==> src/rtl/mem_arbiter.sv <==
// ---------------------------------------------------------------------------
// mem_arbiter
// Shares the single main-memory port between the instruction-cache miss path
// (IC) and the data-cache miss/write-back path (DC). One requester is granted
// at a time. The transaction is held until memory signals ready, and then a
// single ack pulse goes back to the winner.
//
// DC wins ties because its instruction is older in the pipeline. A streak
// counter limits how many DC grants in a row can starve a waiting IC request.
//
// Ports:
//   clk, reset            rising-edge clock, synchronous active-high reset
//   ic_req/ic_addr        IC line-fill request; held until ic_ack
//   ic_rdata/ic_ack       fill data and one-cycle completion pulse
//   dc_req/dc_we/dc_addr  DC request (we=1 write-back, we=0 fill)
//   dc_wdata              write-back line
//   dc_rdata/dc_ack       fill data and one-cycle completion pulse
//   mem_req/mem_we        memory transaction active / write transaction
//   mem_addr/mem_wdata    address and write data latched at grant
//   mem_rdata/mem_ready   memory read data, completion strobe
//   arb_busy              arbiter not idle (feeds pipeline stall logic)
//   arb_err               sticky flag for a memory timeout
// ---------------------------------------------------------------------------
module mem_arbiter #(
    parameter int ADDR_W     = 32,
    parameter int LINE_W     = 128,
    parameter int STARVE_MAX = 4,
    parameter int TIMEOUT    = 64
) (
    input  logic              clk,
    input  logic              reset,
    input  logic              ic_req,
    input  logic [ADDR_W-1:0] ic_addr,
    output logic [LINE_W-1:0] ic_rdata,
    output logic              ic_ack,
    input  logic              dc_req,
    input  logic              dc_we,
    input  logic [ADDR_W-1:0] dc_addr,
    input  logic [LINE_W-1:0] dc_wdata,
    output logic [LINE_W-1:0] dc_rdata,
    output logic              dc_ack,
    output logic              mem_req,
    output logic              mem_we,
    output logic [ADDR_W-1:0] mem_addr,
    output logic [LINE_W-1:0] mem_wdata,
    input  logic [LINE_W-1:0] mem_rdata,
    input  logic              mem_ready,
    output logic              arb_busy,
    output logic              arb_err
);

    localparam int STREAK_W = $clog2(STARVE_MAX + 1);
    localparam int WAIT_W   = $clog2(TIMEOUT + 1);
    localparam logic [STREAK_W-1:0] STREAK_MAX = STREAK_W'(STARVE_MAX);
    localparam logic [WAIT_W-1:0]   WAIT_LAST  = WAIT_W'(TIMEOUT - 1);

    typedef enum logic [1:0] {
        IDLE   = 2'd0,
        GNT_IC = 2'd1,
        GNT_DC = 2'd2,
        DONE   = 2'd3
    } state_t;

    state_t              state;
    state_t              next_state;
    logic [STREAK_W-1:0] streak;
    logic [WAIT_W-1:0]   wait_cnt;
    logic                winner_dc;
    logic                grant_dc;
    logic                grant_ic;

    // DC wins unless IC has already waited through STARVE_MAX DC grants.
    assign grant_dc = dc_req && (!ic_req || (streak != STREAK_MAX));
    assign grant_ic = ic_req && !grant_dc;

    // State register
    always_ff @(posedge clk) begin
        if (reset) begin
            state <= IDLE;
        end else begin
            state <= next_state;
        end
    end

    // Next-state logic. DONE always returns to IDLE, so a request that
    // drops at the end of its ack cycle is never granted a second time.
    always_comb begin
        next_state = state;
        case (state)
            IDLE: begin
                if (grant_dc) begin
                    next_state = GNT_DC;
                end else if (grant_ic) begin
                    next_state = GNT_IC;
                end
            end
            GNT_IC, GNT_DC: begin
                if (mem_ready) begin
                    next_state = DONE;
                end
            end
            DONE:    next_state = IDLE;
            default: next_state = IDLE;
        endcase
    end

    // Output logic: the ack is decoded from DONE together with the latched winner.
    always_comb begin
        ic_ack   = 1'b0;
        dc_ack   = 1'b0;
        arb_busy = (state != IDLE);
        if (state == DONE) begin
            ic_ack = !winner_dc;
            dc_ack = winner_dc;
        end
    end

    // Transaction datapath. The request is latched at grant, so requester
    // inputs can change freely until the next grant. The wait counter
    // saturates at TIMEOUT-1. While it sits there without ready, arb_err
    // stays set.
    always_ff @(posedge clk) begin
        if (reset) begin
            mem_req   <= 1'b0;
            mem_we    <= 1'b0;
            mem_addr  <= '0;
            mem_wdata <= '0;
            ic_rdata  <= '0;
            dc_rdata  <= '0;
            arb_err   <= 1'b0;
            streak    <= '0;
            wait_cnt  <= '0;
            winner_dc <= 1'b0;
        end else begin
            case (state)
                IDLE: begin
                    if (grant_dc) begin
                        mem_req   <= 1'b1;
                        mem_we    <= dc_we;
                        mem_addr  <= dc_addr;
                        mem_wdata <= dc_wdata;
                        wait_cnt  <= '0;
                        winner_dc <= 1'b1;
                        if (!ic_req) begin
                            streak <= '0;
                        end else if (streak != STREAK_MAX) begin
                            streak <= streak + STREAK_W'(1);
                        end
                    end else if (grant_ic) begin
                        mem_req   <= 1'b1;
                        mem_we    <= 1'b0;
                        mem_addr  <= ic_addr;
                        mem_wdata <= '0;
                        wait_cnt  <= '0;
                        winner_dc <= 1'b0;
                        streak    <= '0;
                    end
                end
                GNT_IC, GNT_DC: begin
                    if (mem_ready) begin
                        mem_req <= 1'b0;
                        if (!mem_we) begin
                            if (winner_dc) begin
                                dc_rdata <= mem_rdata;
                            end else begin
                                ic_rdata <= mem_rdata;
                            end
                        end
                    end else if (wait_cnt == WAIT_LAST) begin
                        arb_err <= 1'b1;
                    end else begin
                        wait_cnt <= wait_cnt + WAIT_W'(1);
                    end
                end
                default: ;
            endcase
        end
    end

endmodule

==> config.mk <==
export PLATFORM = sky130hd
export DESIGN_NAME = mem_arbiter
export DESIGN_NICKNAME = d
export VERILOG_FILES = /design/src/rtl/mem_arbiter.sv
export SDC_FILE = /design/constraint.sdc
export NUM_CORES = 1
export LEC_CHECK = 0
export BUFFER_PORTS_ARGS = -buffer_cell sky130_fd_sc_hd__buf_2
export CAP_MARGIN = 20
export CORE_AREA = 8 8 285 287
export CTS_CLUSTER_DIAMETER = 30
export DETAILED_ROUTE_END_ITERATION = 16
export DIE_AREA = 0 0 293 295
export SLEW_MARGIN = 0
export SYNTH_ARGS = -nofsm -noshare
export SYNTH_HDL_FRONTEND = slang
export SYNTH_SLANG_ARGS = --single-unit
==> constraint.sdc <==
create_clock -name clk -period 2.35 [get_ports clk]
set_input_delay 0.47 -clock clk [delete_from_list [all_inputs] [get_ports clk]]
set_output_delay 0.47 -clock clk [all_outputs]
set_load 0.01 [all_outputs]
# == Word level (Yosys, flattened, before mapping) ==
# Index checks and enable logic that the tools add are counted.
# word_totals
out_inout_bits,422
wordCells,71
in_bits,326
register_bits,432
# classes
reduce_logical,19
add_sub_neg,2
n_bitwise,3
mux,26
eq_ne,10
# op_table
cell,count
$mux 128,2
$mux 32,2
$mux 7,4
$pmux 7 s2,1
$mux 3,4
$reduce_and 4->1,3
$reduce_and 3->1,3
$mux 1,8
$add 7x1->7 const B,1
$eq 7x6->1 const B,1
$mux 2,3
$ne 2x2->1 const B,3
$ne 3x3->1 const B,2
$pmux 2 s3,1
$reduce_bool 2->1,3
$eq 2x2->1 const B,2
$reduce_and 2->1,2
$add 3x1->3 const B,1
$logic_not 1->1,3
$ne 3x2->1 const B,1
$not 1->1,3
$eq 2x1->1 const B,1
$logic_and 1x1->1,2
$logic_not 2->1,1
3 further kinds,3

# == Longest topological paths before layout ==
# Gate-level depths: netlist of the first run.
# depth
ltp_word,8
depth_mapped,9
depth_no_buf,6

# == Worst setup path before layout of the first run ==
# No wires, ideal clock.
# synth_timing
path_kind,reg2reg
startpoint,register state[0]
endpoint,register wait_cnt[1]
stages_incl_launch_ff,7
period_less_slack_ns,1.713
t_required_ns,2.224
path_slack_ns,0.637
path_buffers,1
arrival_ns,1.586
setup_ns,0.126
cell_sequence,dfxtp_1 -> inv_1 -> ha_1 -> buf_2 -> a211oi_2 -> a21boi_0 -> o21ai_0
# synth_between
elab_chain_len,4
elab_cells_between_ends,10
cone_classes,5 x eq/ne; 1 x mux; 4 x reduce/logical
# synth_lines
item,line,source
start: declaration,64,state_t state;
start signal: assignment,81,state <= next_state;
$eq 2x1->1 / $eq 2x2->1 (equally long branches),135,case (state)
$reduce_or 2->1,135,
$ne 2x2->1 (no source line) / $reduce_bool 2->1 (equally long branches),-,
$reduce_and 4->1 (no source line),-,
end signal: assignment,172,wait_cnt <= wait_cnt + WAIT_W'(1);
end: declaration,67,logic [WAIT_W-1:0] wait_cnt;
# Several ways; a longest one is shown, not always the timed one.
# A chain may end at the register's enable or synchronous reset.

# == Final worst setup path of the first run ==
# layout_timing
startpoint,register state[0]
endpoint,output port arb_busy
# layout_between
elab_chain_len,1
# layout_lines
item,line,source
$reduce_bool 2->1,111,arb_busy = (state != IDLE);
end: declaration,48,"output logic arb_busy,"
# No other way between the ends.

==> run_summary.xml, run 1 <==
<?xml version="1.0" encoding="UTF-8"?>
<metrics>
  <group name="sta">
    <metric name="final.period_utilization" unit="%">90.6</metric>
    <metric name="finalWorstPathRequiredPeriod" unit="ns">2.13</metric>
    <metric name="holdWs" unit="ns">0.0824</metric>
    <metric name="maxClockFrequency" unit="GHz">0.470</metric>
    <metric name="unrepaired_setup_endpoints_after_global_routing" unit="">no</metric>
    <metric name="finalSetupTns" unit="ns">0</metric>
    <metric name="timing.final.setup_violations" unit="">0</metric>
    <metric name="final.setup_skew" unit="ns">0.0318</metric>
    <metric name="hold_viol_final" unit="">0</metric>
    <metric name="worst_pin_slew" unit="ns">0.583</metric>
    <metric name="timing.max_slew.rel_slack" unit="%">61.1</metric>
    <metric name="final_slew_violations" unit="">0</metric>
  </group>
  <group name="place">
    <metric name="place.port_buffers" unit="">747</metric>
    <metric name="numPlacedInstances" unit="">3499</metric>
    <metric name="place_area" unit="mm²">0.0201</metric>
    <metric name="dp_wirelength" unit="µm">53000</metric>
    <metric name="place.gp.congestion" unit="">0.844</metric>
  </group>
  <group name="global_routing">
    <metric name="grt_overflow" unit="">0</metric>
    <metric name="grt_start_max_net_pins" unit="">90</metric>
    <metric name="grt_pass1_vias" unit="">15784</metric>
    <metric name="grt_usage" unit="%">15.3</metric>
    <metric name="antenna_found_initial" unit="">38</metric>
    <metric name="first_pass_grt_wire_length" unit="µm">102000</metric>
  </group>
  <group name="synth">
    <metric name="synth.top_cell.area_share" unit="%">56.8</metric>
    <metric name="synth_most_common_cell" unit="">sky130_fd_sc_hd__nand2_1</metric>
    <metric name="synth_cells" unit="">1818</metric>
    <metric name="netlist_top_cells_area" unit="">sky130_fd_sc_hd__dfxtp_1 57%, sky130_fd_sc_hd__nand2_1 14%, sky130_fd_sc_hd__a21oi_1 8.7%, sky130_fd_sc_hd__a22oi_1 6.4%, sky130_fd_sc_hd__nor2_1 4.1%</metric>
    <metric name="synth_edf_count" unit="">0</metric>
    <metric name="synthesis.nets" unit="">2149</metric>
    <metric name="syn_area" unit="mm²">0.0152</metric>
    <metric name="ys.warnings.count" unit="">0</metric>
    <metric name="synth_seq_area_share" unit="%">56.8</metric>
    <metric name="synth_largest_area_cell" unit="">sky130_fd_sc_hd__dfxtp_1</metric>
    <metric name="synth.avg_cell_area" unit="µm²">8.37</metric>
    <metric name="yosys.cell_types.count" unit="">37</metric>
    <metric name="post_synth_most_frequent_cells" unit="">552 x sky130_fd_sc_hd__nand2_1, 432 x sky130_fd_sc_hd__dfxtp_1, 264 x sky130_fd_sc_hd__a21oi_1</metric>
    <metric name="ys_dominant_reg_cell" unit="">sky130_fd_sc_hd__dfxtp_1</metric>
    <metric name="ys_seq_elements" unit="">432</metric>
    <metric name="share_of_async_settable_or_async_resettable_flops_after_synthesis" unit="%">0</metric>
  </group>
  <group name="setup_path">
    <metric name="critical_path.cell_chain" unit="">inv_1 -&gt; ha_1 -&gt; inv_1 -&gt; buf_2</metric>
    <metric name="critical_path.startpoint_type" unit="">register</metric>
    <metric name="reg2reg_slack" unit="ns">0.36</metric>
    <metric name="crit_slowest_cell" unit="">sky130_fd_sc_hd__dfxtp_1</metric>
    <metric name="crit_arrival" unit="ns">1.66</metric>
    <metric name="critPathMaxFanout" unit="">6</metric>
    <metric name="critical-path-max-stage-delay" unit="ns">0.34</metric>
    <metric name="kind_of_end_point_of_the_critical_path" unit="">output port</metric>
    <metric name="crit_required" unit="ns">1.88</metric>
    <metric name="crit_path_frequent_cell" unit="">sky130_fd_sc_hd__inv_1</metric>
    <metric name="crit_type" unit="">register to output port</metric>
  </group>
  <group name="drt">
    <metric name="detail_route.first_pass.iterations" unit="">5</metric>
    <metric name="avgViaCountPerCell" unit="">4.27</metric>
    <metric name="via_count" unit="">15774</metric>
    <metric name="drcViolationCount" unit="">0</metric>
    <metric name="detail-route-antenna-nets" unit="">0</metric>
    <metric name="drt_wl_total" unit="µm">70500</metric>
    <metric name="wire_per_inst" unit="µm">19.1</metric>
    <metric name="drtIter0Drc" unit="">801</metric>
  </group>
  <group name="floorplan">
    <metric name="floorplan.rows" unit="">102</metric>
    <metric name="starting_density_of_the_core" unit="%">19.8</metric>
    <metric name="boundaryPins" unit="">748</metric>
    <metric name="fp.coreArea" unit="mm²">0.0767</metric>
    <metric name="die-area" unit="mm²">0.0864</metric>
    <metric name="die-height" unit="µm">295</metric>
    <metric name="fp.dieW" unit="µm">293</metric>
  </group>
  <group name="power">
    <metric name="comb_power_share" unit="%">21.3</metric>
    <metric name="sw_frac_of_total" unit="%">30.7</metric>
    <metric name="power_leakage" unit="nW">10.6</metric>
    <metric name="pwr-share-clk" unit="%">49.0</metric>
    <metric name="ir_drop" unit="mV">0.934</metric>
    <metric name="cellInternalPower" unit="mW">21.1</metric>
    <metric name="sequentialPowerShare" unit="%">29.7</metric>
    <metric name="p_per_area" unit="mW/mm²">1280</metric>
    <metric name="power.net_switching" unit="mW">9.34</metric>
    <metric name="report.power.total" unit="mW">30.4</metric>
  </group>
  <group name="clocking">
    <metric name="clock_latency" unit="ns">0.62</metric>
    <metric name="clock_sink_count" unit="">432</metric>
    <metric name="cts_made_buffers" unit="">99</metric>
    <metric name="holdBufCountCts" unit="">0</metric>
    <metric name="cts-htree-levels" unit="">3</metric>
    <metric name="cts_max_path_buffers" unit="">3</metric>
    <metric name="clock-root-buffer" unit="">sky130_fd_sc_hd__clkbuf_16</metric>
    <metric name="cts.reportedPaths.clkPinSlew" unit="ns">0.05</metric>
    <metric name="postCtsSetupBuffers" unit="">0</metric>
    <metric name="cts_resized" unit="">0</metric>
    <metric name="cts_tree" unit="">done</metric>
  </group>
  <group name="cells_and_area">
    <metric name="multi_input_comb_area" unit="mm²">0.00587</metric>
    <metric name="ff_latch_area" unit="mm²">0.00865</metric>
    <metric name="finish.net_count" unit="">2891</metric>
    <metric name="n_fill_cell" unit="">8164</metric>
    <metric name="fin_cells" unit="">3692</metric>
    <metric name="drive_above_1_share" unit="%">36.9</metric>
    <metric name="area_delta_synth_final" unit="%">56.7</metric>
    <metric name="layout.cell_area.non_filler" unit="mm²">0.0238</metric>
  </group>
  <group name="hold_path">
    <metric name="hold_path_class" unit="">input pin to register</metric>
  </group>
  <group name="status">
    <metric name="run_status" unit="">completed</metric>
  </group>
  <group name="job">
    <metric name="drv_cap" unit="">0</metric>
  </group>
</metrics>
==> layer usage <==
metal  track usage, %  routed length [µm]  share of wire (%)
met1             15.4               24900                 35
met2             26.2               34100                 48
met5                0                 228               0.32
met3             7.45                7880                 11
met4             8.41                3380                4.8
==> power groups by stage <==
stage | registers (mW) | logic (mW) | clock network, mW
6_report | 9.05 | 6.47 | 14.9
2_1_floorplan | 9.60 | 3.21 | 0
3_5_place_dp | 9.16 | 6.60 | 0
3_3_place_gp | 9.15 | 6.55 | 0
5_1_grt | 9.17 | 7.12 | 15.6
4_1_cts | 9.05 | 6.61 | 15.2
==> kinds of logic (layout without fill, tap and decap cells) <==
kind of cell,count (synthesis),in the layout,share of synthesized area [%]
flops,432,432,56.8
fa+ha+maj,5,5,0.411
simple gates,776,776,20.0
compound gates,448,448,18.0
other cells,0,10,0
buf+inv,157,981,4.82
==> area by class of cell <==
cell class,instances,area share [%]
Tap cell,1040,5.46
Antenna cell,10,0.105
Inverter,6,0.0944
Sequential cell,432,36.3
Clock buffer,116,10.9
Clock inverter,67,4.45
Timing Repair Buffer,792,18.1
Multi-Input combinational cell,1229,24.6
==> sequential cells by signal, indices dropped and copies added (netlist names) <==
signal,flops
mem_we,1
dc_rdata,128
streak,3
mem_req,1
arb_err,1
mem_wdata,128
wait_cnt,7
mem_addr,32
state,2
ic_rdata,128
winner_dc,1
==> placed cells by master (no fill, tap or decap), types with 12 or more instances in the layout <==
| cell type | netlist | layout |
|---|---|---|
| sky130_fd_sc_hd__buf_4 | 1 | 27 |
| sky130_fd_sc_hd__clkinv_2 | 0 | 12 |
| sky130_fd_sc_hd__bufinv_16 | 0 | 21 |
| sky130_fd_sc_hd__a22oi_1 | 129 | 129 |
| sky130_fd_sc_hd__dfxtp_1 | 432 | 432 |
| sky130_fd_sc_hd__nor2_1 | 168 | 168 |
| sky130_fd_sc_hd__a21oi_1 | 264 | 264 |
| sky130_fd_sc_hd__nand2_1 | 552 | 552 |
| sky130_fd_sc_hd__a311oi_1 | 33 | 33 |
| sky130_fd_sc_hd__buf_12 | 0 | 18 |
| sky130_fd_sc_hd__clkbuf_16 | 0 | 99 |
| sky130_fd_sc_hd__clkinvlp_4 | 0 | 15 |
| sky130_fd_sc_hd__buf_2 | 64 | 746 |
| sky130_fd_sc_hd__nand3_1 | 33 | 33 |
==> final timing paths <==
path	from	to	depth (start not counted)
setup / recovery	state[0]	arb_busy	4
hold / removal	mem_rdata[24]	dc_rdata[24]	3
setup reg to reg	state[0]	wait_cnt[3]	7
hold reg to reg	ic_rdata[99]	ic_rdata[99]	2
==> stage by stage <==
step           setup WS, ns  util, %
2_1_floorplan         0.637        -
6_report              0.220     31.1
3_5_place_dp          0.365     26.3
4_1_cts               0.152     31.1
3_3_place_gp          0.405     26.3
5_1_grt               0.107     31.1
==> worst max-delay path, delay by kind of cell, from the launching register on <==
kind,cells,cell delay (ns)
DFF,1,0.34
adders and majority gates,1,0.28
buffers and inverters,3,0.40
Note: power is estimated with default switching activity, not from simulation.
==> run 2, diff against run 1 <==
- CORE_AREA: 8 8 285 287 -> 5 5 290 292
- DIE_AREA: 0 0 293 295 -> 0 0 295 297
==> run 2 against run 1 <==
Combinational power up 2%. Via count down 0.22%. Global-route usage down 1.5 points. Non-clock buffer count up 9. Sequential power about the same. Largest cell class unchanged. Highest routed layer unchanged.
==> run_summary.xml, run 2 (synthesized netlist as in run 1, its figures left out) <==
<?xml version="1.0" encoding="UTF-8"?>
<metrics>
  <group name="status">
    <metric name="run_status" unit="">completed</metric>
  </group>
  <group name="floorplan">
    <metric name="boundaryPins" unit="">748</metric>
    <metric name="floorplan.rows" unit="">105</metric>
    <metric name="starting_density_of_the_core" unit="%">18.7</metric>
    <metric name="die-height" unit="µm">297</metric>
    <metric name="fp.dieW" unit="µm">295</metric>
    <metric name="fp.coreArea" unit="mm²">0.0813</metric>
    <metric name="die-area" unit="mm²">0.0876</metric>
  </group>
  <group name="power">
    <metric name="ir_drop" unit="mV">0.648</metric>
    <metric name="p_per_area" unit="mW/mm²">1290</metric>
    <metric name="power_leakage" unit="nW">10.8</metric>
  </group>
  <group name="clocking">
    <metric name="cts_max_path_buffers" unit="">3</metric>
    <metric name="cts-htree-levels" unit="">3</metric>
    <metric name="cts_tree" unit="">done</metric>
    <metric name="holdBufCountCts" unit="">0</metric>
    <metric name="clock_sink_count" unit="">432</metric>
    <metric name="clock-root-buffer" unit="">sky130_fd_sc_hd__clkbuf_16</metric>
    <metric name="cts.reportedPaths.clkPinSlew" unit="ns">0.05</metric>
    <metric name="clock_latency" unit="ns">0.64</metric>
    <metric name="cts_made_buffers" unit="">103</metric>
    <metric name="postCtsSetupBuffers" unit="">0</metric>
    <metric name="cts_resized" unit="">0</metric>
  </group>
  <group name="cells_and_area">
    <metric name="final_cell_mix" unit="">746 x sky130_fd_sc_hd__buf_2, 552 x sky130_fd_sc_hd__nand2_1, 432 x sky130_fd_sc_hd__dfxtp_1, 264 x sky130_fd_sc_hd__a21oi_1, 168 x sky130_fd_sc_hd__nor2_1</metric>
    <metric name="drive_above_1_share" unit="%">37.4</metric>
    <metric name="n_fill_cell" unit="">8650</metric>
    <metric name="area_delta_synth_final" unit="%">58.6</metric>
    <metric name="reg_top3" unit="">dc_rdata: 128 flops, ic_rdata: 128 flops, mem_wdata: 128 flops</metric>
    <metric name="layout.cells.most_common" unit="">sky130_fd_sc_hd__buf_2</metric>
    <metric name="finish.net_count" unit="">2904</metric>
    <metric name="layout.cell_area.non_filler" unit="mm²">0.0241</metric>
  </group>
  <group name="global_routing">
    <metric name="grt_overflow" unit="">0</metric>
    <metric name="first_pass_grt_wire_length" unit="µm">94800</metric>
    <metric name="grt_start_max_net_pins" unit="">76</metric>
    <metric name="grt_pass1_vias" unit="">15370</metric>
    <metric name="antenna_found_initial" unit="">15</metric>
    <metric name="grt_usage" unit="%">13.8</metric>
  </group>
  <group name="setup_path">
    <metric name="kind_of_end_point_of_the_critical_path" unit="">output port</metric>
    <metric name="critPathMaxFanout" unit="">6</metric>
    <metric name="critical_path.startpoint_type" unit="">register</metric>
    <metric name="crit_type" unit="">register to output port</metric>
    <metric name="crit_arrival" unit="ns">1.69</metric>
    <metric name="crit_required" unit="ns">1.88</metric>
  </group>
  <group name="sta">
    <metric name="post-route-worst-setup-slack" unit="ns">0.193</metric>
    <metric name="finalWorstPathRequiredPeriod" unit="ns">2.16</metric>
    <metric name="finalSetupTns" unit="ns">0</metric>
    <metric name="timing.final.setup_violations" unit="">0</metric>
    <metric name="unrepaired_setup_endpoints_after_global_routing" unit="">no</metric>
    <metric name="final_slew_violations" unit="">0</metric>
    <metric name="timing.max_slew.rel_slack" unit="%">62.0</metric>
    <metric name="final.period_utilization" unit="%">91.8</metric>
    <metric name="final.setup_skew" unit="ns">0.0210</metric>
    <metric name="hold_viol_final" unit="">0</metric>
    <metric name="worst_pin_slew" unit="ns">0.570</metric>
    <metric name="maxClockFrequency" unit="GHz">0.464</metric>
  </group>
  <group name="place">
    <metric name="dp_wirelength" unit="µm">47700</metric>
    <metric name="place.gp.congestion" unit="">0.833</metric>
    <metric name="place.port_buffers" unit="">747</metric>
    <metric name="place_area" unit="mm²">0.0203</metric>
    <metric name="pre_cts_slack" unit="ns">0.250</metric>
  </group>
  <group name="drt">
    <metric name="drt_wl_total" unit="µm">65100</metric>
    <metric name="wire_per_inst" unit="µm">17.4</metric>
    <metric name="drcViolationCount" unit="">0</metric>
    <metric name="avgViaCountPerCell" unit="">4.21</metric>
    <metric name="detail-route-antenna-nets" unit="">0</metric>
    <metric name="via_count" unit="">15740</metric>
    <metric name="detail_route.first_pass.iterations" unit="">6</metric>
    <metric name="drtIter0Drc" unit="">766</metric>
  </group>
  <group name="hold_path">
    <metric name="hold_path_class" unit="">input pin to register</metric>
  </group>
  <group name="job">
    <metric name="drv_cap" unit="">0</metric>
  </group>
</metrics>
==> run 2: changes by cell type in the layout (fill, tap and decap cells not counted) <==
| cell | change |
|---|---|
| sky130_fd_sc_hd__bufinv_16 | -2 |
| sky130_fd_sc_hd__diode_2 | -3 |
| sky130_fd_sc_hd__clkbuf_16 | +6 |
| sky130_fd_sc_hd__inv_16 | +1 |
| sky130_fd_sc_hd__inv_6 | -1 |
| sky130_fd_sc_hd__clkinv_16 | -3 |
| sky130_fd_sc_hd__buf_4 | +8 |
| sky130_fd_sc_hd__clkbuf_8 | +17 |
| sky130_fd_sc_hd__clkinvlp_4 | -8 |
| sky130_fd_sc_hd__buf_12 | +1 |
==> run 2: per-stage QoR <==
| step | total power, mW | cells | hold slack, ns | utilization, % |
|---|---|---|---|---|
| 2_1_floorplan | 12.8 | 1818 | 0.422 | - |
| 3_3_place_gp | 15.8 | 3538 | 0.439 | 24.9 |
| 3_5_place_dp | 15.8 | 3538 | 0.443 | 24.9 |
| 4_1_cts | 31.5 | 3731 | 0.0154 | 29.7 |
| 5_1_grt | 32.6 | 3734 | 0.0367 | 29.7 |
| 6_report | 31.1 | 3738 | 0.0785 | 29.7 |
==> run 2: report_power, final <==
| part | switching [mW] | total [mW] | internal, mW | leakage, nW |
|---|---|---|---|---|
| Clock | 4.52 | 15.5 | 11.0 | 1.88 |
| Combinational | 4.10 | 6.57 | 2.47 | 5.36 |
| Sequential | 0.597 | 9.05 | 8.46 | 3.52 |
| Total | 9.22 | 31.1 | 21.9 | 10.8 |
==> run 2: routing by layer <==
metal  up-vias  track usage (%)  routed length (µm)
li1       7676                -                   -
met1      7232             14.9               24100
met2       687             24.4               32200
met3       131             4.74                6270
met4        14             6.04                2380
met5         -                0                  89
==> run 2: path summary, 6_finish.rpt <==
path | start | to | slack, ns | cells after the start
worst min-delay path | mem_rdata[18] | ic_rdata[18] | 0.08 | 3
worst max-delay path | state[0] | arb_busy | 0.19 | 4
worst min register to register | ic_rdata[76] | ic_rdata[76] | 0.45 | 2
worst max register to register | state[0] | dc_rdata[94] | 0.30 | 8
==> run 2: cell type report <==
type	count	area (µm²)	share of cell area (%)
Sequential cell	432	8650	35.8
Multi-Input combinational cell	1229	5870	24.3
Timing Repair Buffer	801	4390	18.2
Clock buffer	139	3000	12.4
Tap cell	1070	1340	5.55
Clock inverter	54	863	3.58
Inverter	6	22.5	0.0933
Antenna cell	7	17.5	0.0726
==> run 2: critical path, stage by stage, from the launching register on <==
cell and delay [ns]:
sky130_fd_sc_hd__dfxtp_1 0.34, sky130_fd_sc_hd__inv_1 0.05, sky130_fd_sc_hd__ha_1 0.29, sky130_fd_sc_hd__inv_1 0.19, sky130_fd_sc_hd__buf_2 0.19
==> run 3, diff against run 2 <==
--- a/config.mk
+++ b/config.mk
@@ -13,2 +13,3 @@
 export DIE_AREA = 0 0 295 297
+export HOLD_SLACK_MARGIN = 0.05
 export SLEW_MARGIN = 0
==> constraint.sdc (replaced) <==
create_clock -name clk -period 2.35 [get_ports clk]
set_input_delay 0.1175 -clock clk [delete_from_list [all_inputs] [get_ports clk]]
set_output_delay 0.1175 -clock clk [all_outputs]
set_load 0.01 [all_outputs]
==> run 3 against run 2 <==
Clock-buffer cell count is 5 lower. Via count increased by 12%. Flip-flop and latch count unchanged. Critical endpoint is now mem_addr[7]. Highest routed layer unchanged. Die area stayed put. Critical path depth rose by 6. Combinational power grew 17%. Critical path type is now register to register. Clock power is essentially flat. Final cell count grew 8.9%. Worst setup slack worse by 0.087 ns. Wire length rose by 8.3%.
==> run_summary.xml, run 3 (synthesized netlist as in run 1, its figures left out) <==
<?xml version="1.0" encoding="UTF-8"?>
<metrics>
  <group name="sta">
    <metric name="finalWorstPathRequiredPeriod" unit="ns">2.24</metric>
    <metric name="timing.max_slew.rel_slack" unit="%">26.0</metric>
    <metric name="worst_pin_slew" unit="ns">1.11</metric>
    <metric name="unrepaired_setup_endpoints_after_global_routing" unit="">no</metric>
    <metric name="final_slew_violations" unit="">0</metric>
    <metric name="timing.final.setup_violations" unit="">0</metric>
    <metric name="finalSetupTns" unit="ns">0</metric>
    <metric name="post-route-worst-setup-slack" unit="ns">0.106</metric>
    <metric name="holdWs" unit="ns">0.166</metric>
    <metric name="final.setup_skew" unit="ns">0.0239</metric>
    <metric name="hold_viol_final" unit="">0</metric>
    <metric name="final.period_utilization" unit="%">95.5</metric>
    <metric name="maxClockFrequency" unit="GHz">0.446</metric>
  </group>
  <group name="cells_and_area">
    <metric name="drive_above_1_share" unit="%">33.6</metric>
    <metric name="final_cell_mix" unit="">746 x sky130_fd_sc_hd__buf_2, 552 x sky130_fd_sc_hd__nand2_1, 432 x sky130_fd_sc_hd__dfxtp_1, 324 x sky130_fd_sc_hd__dlygate4sd3_1, 264 x sky130_fd_sc_hd__a21oi_1</metric>
    <metric name="finish.net_count" unit="">3242</metric>
    <metric name="area_delta_synth_final" unit="%">81.5</metric>
    <metric name="reg_top3" unit="">dc_rdata: 128 flops, ic_rdata: 128 flops, mem_wdata: 128 flops</metric>
    <metric name="antenna_diodes" unit="">0</metric>
    <metric name="layout.cells.most_common" unit="">sky130_fd_sc_hd__buf_2</metric>
    <metric name="layout.cell_area.non_filler" unit="mm²">0.0276</metric>
  </group>
  <group name="setup_path">
    <metric name="critical-path-top-delay-family" unit="">buffers and inverters</metric>
    <metric name="crit_slowest_cell" unit="">sky130_fd_sc_hd__dlygate4sd3_1</metric>
    <metric name="critical_path.startpoint_type" unit="">register</metric>
    <metric name="worst-path-stages" unit="">10</metric>
    <metric name="critPathMaxFanout" unit="">8</metric>
    <metric name="critical_path.cell_chain" unit="">inv_1 -&gt; ha_2 -&gt; buf_6 -&gt; clkinvlp_4 -&gt; nor2_4 -&gt; buf_12 -&gt; clkbuf_16 -&gt; nor2_1 -&gt; a311oi_1 -&gt; dlygate4sd3_1</metric>
    <metric name="crit_required" unit="ns">2.92</metric>
    <metric name="critical_path.n_buffers_inverters" unit="">6</metric>
    <metric name="crit_type" unit="">register to register</metric>
    <metric name="crit_arrival" unit="ns">2.82</metric>
    <metric name="kind_of_end_point_of_the_critical_path" unit="">register</metric>
    <metric name="critical-path-max-stage-delay" unit="ns">0.61</metric>
    <metric name="worstRegToRegCells" unit="">10</metric>
  </group>
  <group name="global_routing">
    <metric name="grt_usage" unit="%">14.8</metric>
    <metric name="grt_start_max_net_pins" unit="">72</metric>
    <metric name="grt_pass1_vias" unit="">17675</metric>
    <metric name="antenna_found_initial" unit="">3</metric>
    <metric name="grt_overflow" unit="">0</metric>
    <metric name="first_pass_grt_wire_length" unit="µm">103000</metric>
  </group>
  <group name="floorplan">
    <metric name="fp.coreArea" unit="mm²">0.0813</metric>
    <metric name="die-area" unit="mm²">0.0876</metric>
    <metric name="floorplan.rows" unit="">105</metric>
    <metric name="starting_density_of_the_core" unit="%">18.7</metric>
    <metric name="die-height" unit="µm">297</metric>
    <metric name="boundaryPins" unit="">748</metric>
    <metric name="fp.dieW" unit="µm">295</metric>
  </group>
  <group name="power">
    <metric name="ir_drop" unit="mV">0.666</metric>
    <metric name="power_leakage" unit="nW">12.2</metric>
    <metric name="p_per_area" unit="mW/mm²">1180</metric>
    <metric name="report.power.total" unit="mW">32.5</metric>
  </group>
  <group name="hold_path">
    <metric name="hold_path_class" unit="">input pin to register</metric>
    <metric name="hold-path-cell-count" unit="">4</metric>
  </group>
  <group name="drt">
    <metric name="wire_per_inst" unit="µm">17.3</metric>
    <metric name="avgViaCountPerCell" unit="">4.32</metric>
    <metric name="drcViolationCount" unit="">0</metric>
    <metric name="via_count" unit="">17573</metric>
    <metric name="detail_route.first_pass.iterations" unit="">5</metric>
    <metric name="drtIter0Drc" unit="">931</metric>
    <metric name="detail-route-antenna-nets" unit="">0</metric>
    <metric name="drt_wl_total" unit="µm">70500</metric>
  </group>
  <group name="clocking">
    <metric name="clock_sink_count" unit="">432</metric>
    <metric name="clock_latency" unit="ns">0.63</metric>
    <metric name="cts-htree-levels" unit="">3</metric>
    <metric name="cts.reportedPaths.clkPinSlew" unit="ns">0.04</metric>
    <metric name="cts_max_path_buffers" unit="">3</metric>
    <metric name="cts_tree" unit="">done</metric>
    <metric name="clock-root-buffer" unit="">sky130_fd_sc_hd__clkbuf_16</metric>
    <metric name="cts_made_buffers" unit="">104</metric>
  </group>
  <group name="place">
    <metric name="dp_wirelength" unit="µm">47800</metric>
    <metric name="pre_cts_slack" unit="ns">0.266</metric>
    <metric name="place_area" unit="mm²">0.0203</metric>
    <metric name="place.gp.congestion" unit="">0.841</metric>
    <metric name="place.port_buffers" unit="">747</metric>
  </group>
  <group name="status">
    <metric name="run_status" unit="">completed</metric>
  </group>
  <group name="job">
    <metric name="drv_cap" unit="">0</metric>
  </group>
</metrics>
[run 3: cell type report]
| type | count | area [µm²] |
|---|---|---|
| clock buffer | 134 | 2890 |
| clock inverter | 60 | 1010 |
| fill | 8199 | 53700 |
| inverter | 6 | 26.3 |
| multi-input combinational | 1229 | 5880 |
| sequential | 432 | 8650 |
| tap | 1070 | 1340 |
| timing repair buffer | 1138 | 7830 |
[run 3: worst paths after layout]
check | from | endpoint | slack [ns]
max | state[1] | mem_addr[7] | 0.11
max reg2reg | state[1] | mem_addr[7] | 0.11
min | dc_req | mem_addr[23] | 0.17
min reg2reg | ic_rdata[74] | ic_rdata[74] | 0.44
[run 3: layer usage]
| layer | global-route usage (%) | vias to the layer above | routed length [µm] |
|---|---|---|---|
| li1 | - | 8336 | - |
| met1 | 15.9 | 8222 | 26300 |
| met2 | 25.9 | 836 | 34300 |
| met3 | 4.59 | 175 | 6330 |
| met4 | 8.04 | 4 | 3600 |
| met5 | 0 | - | 22 |
[run 3: repair_timing]
item                                   in CTS  in global routing
hold buffers                              324                  3
setup buffers                               0                  5
gates resized for setup                     0                  6
endpoints found under the hold margin     430                  3
setup endpoints to repair                   0                 31
[run 3: worst reg2reg max path, cell delays in order (launching register included)]
cell	delay [ns]
sky130_fd_sc_hd__dfxtp_1	0.31
sky130_fd_sc_hd__inv_1	0.08
sky130_fd_sc_hd__ha_2	0.20
sky130_fd_sc_hd__buf_6	0.12
sky130_fd_sc_hd__clkinvlp_4	0.10
sky130_fd_sc_hd__nor2_4	0.15
sky130_fd_sc_hd__buf_12	0.14
sky130_fd_sc_hd__clkbuf_16	0.16
sky130_fd_sc_hd__nor2_1	0.05
sky130_fd_sc_hd__a311oi_1	0.28
sky130_fd_sc_hd__dlygate4sd3_1	0.61
[run 3: per-stage QoR]
stage / utilization [%] / cells
2_1_floorplan: - / 1818
3_3_place_gp: 25.0 / 3542
3_5_place_dp: 25.0 / 3542
4_1_cts: 33.8 / 4060
5_1_grt: 34.0 / 4069
6_report: 34.0 / 4069
[run 3: power breakdown]
| part | switching [mW] | internal [mW] |
|---|---|---|
| registers | 0.608 | 8.46 |
| clock network | 4.67 | 11.1 |
| logic | 4.46 | 3.23 |
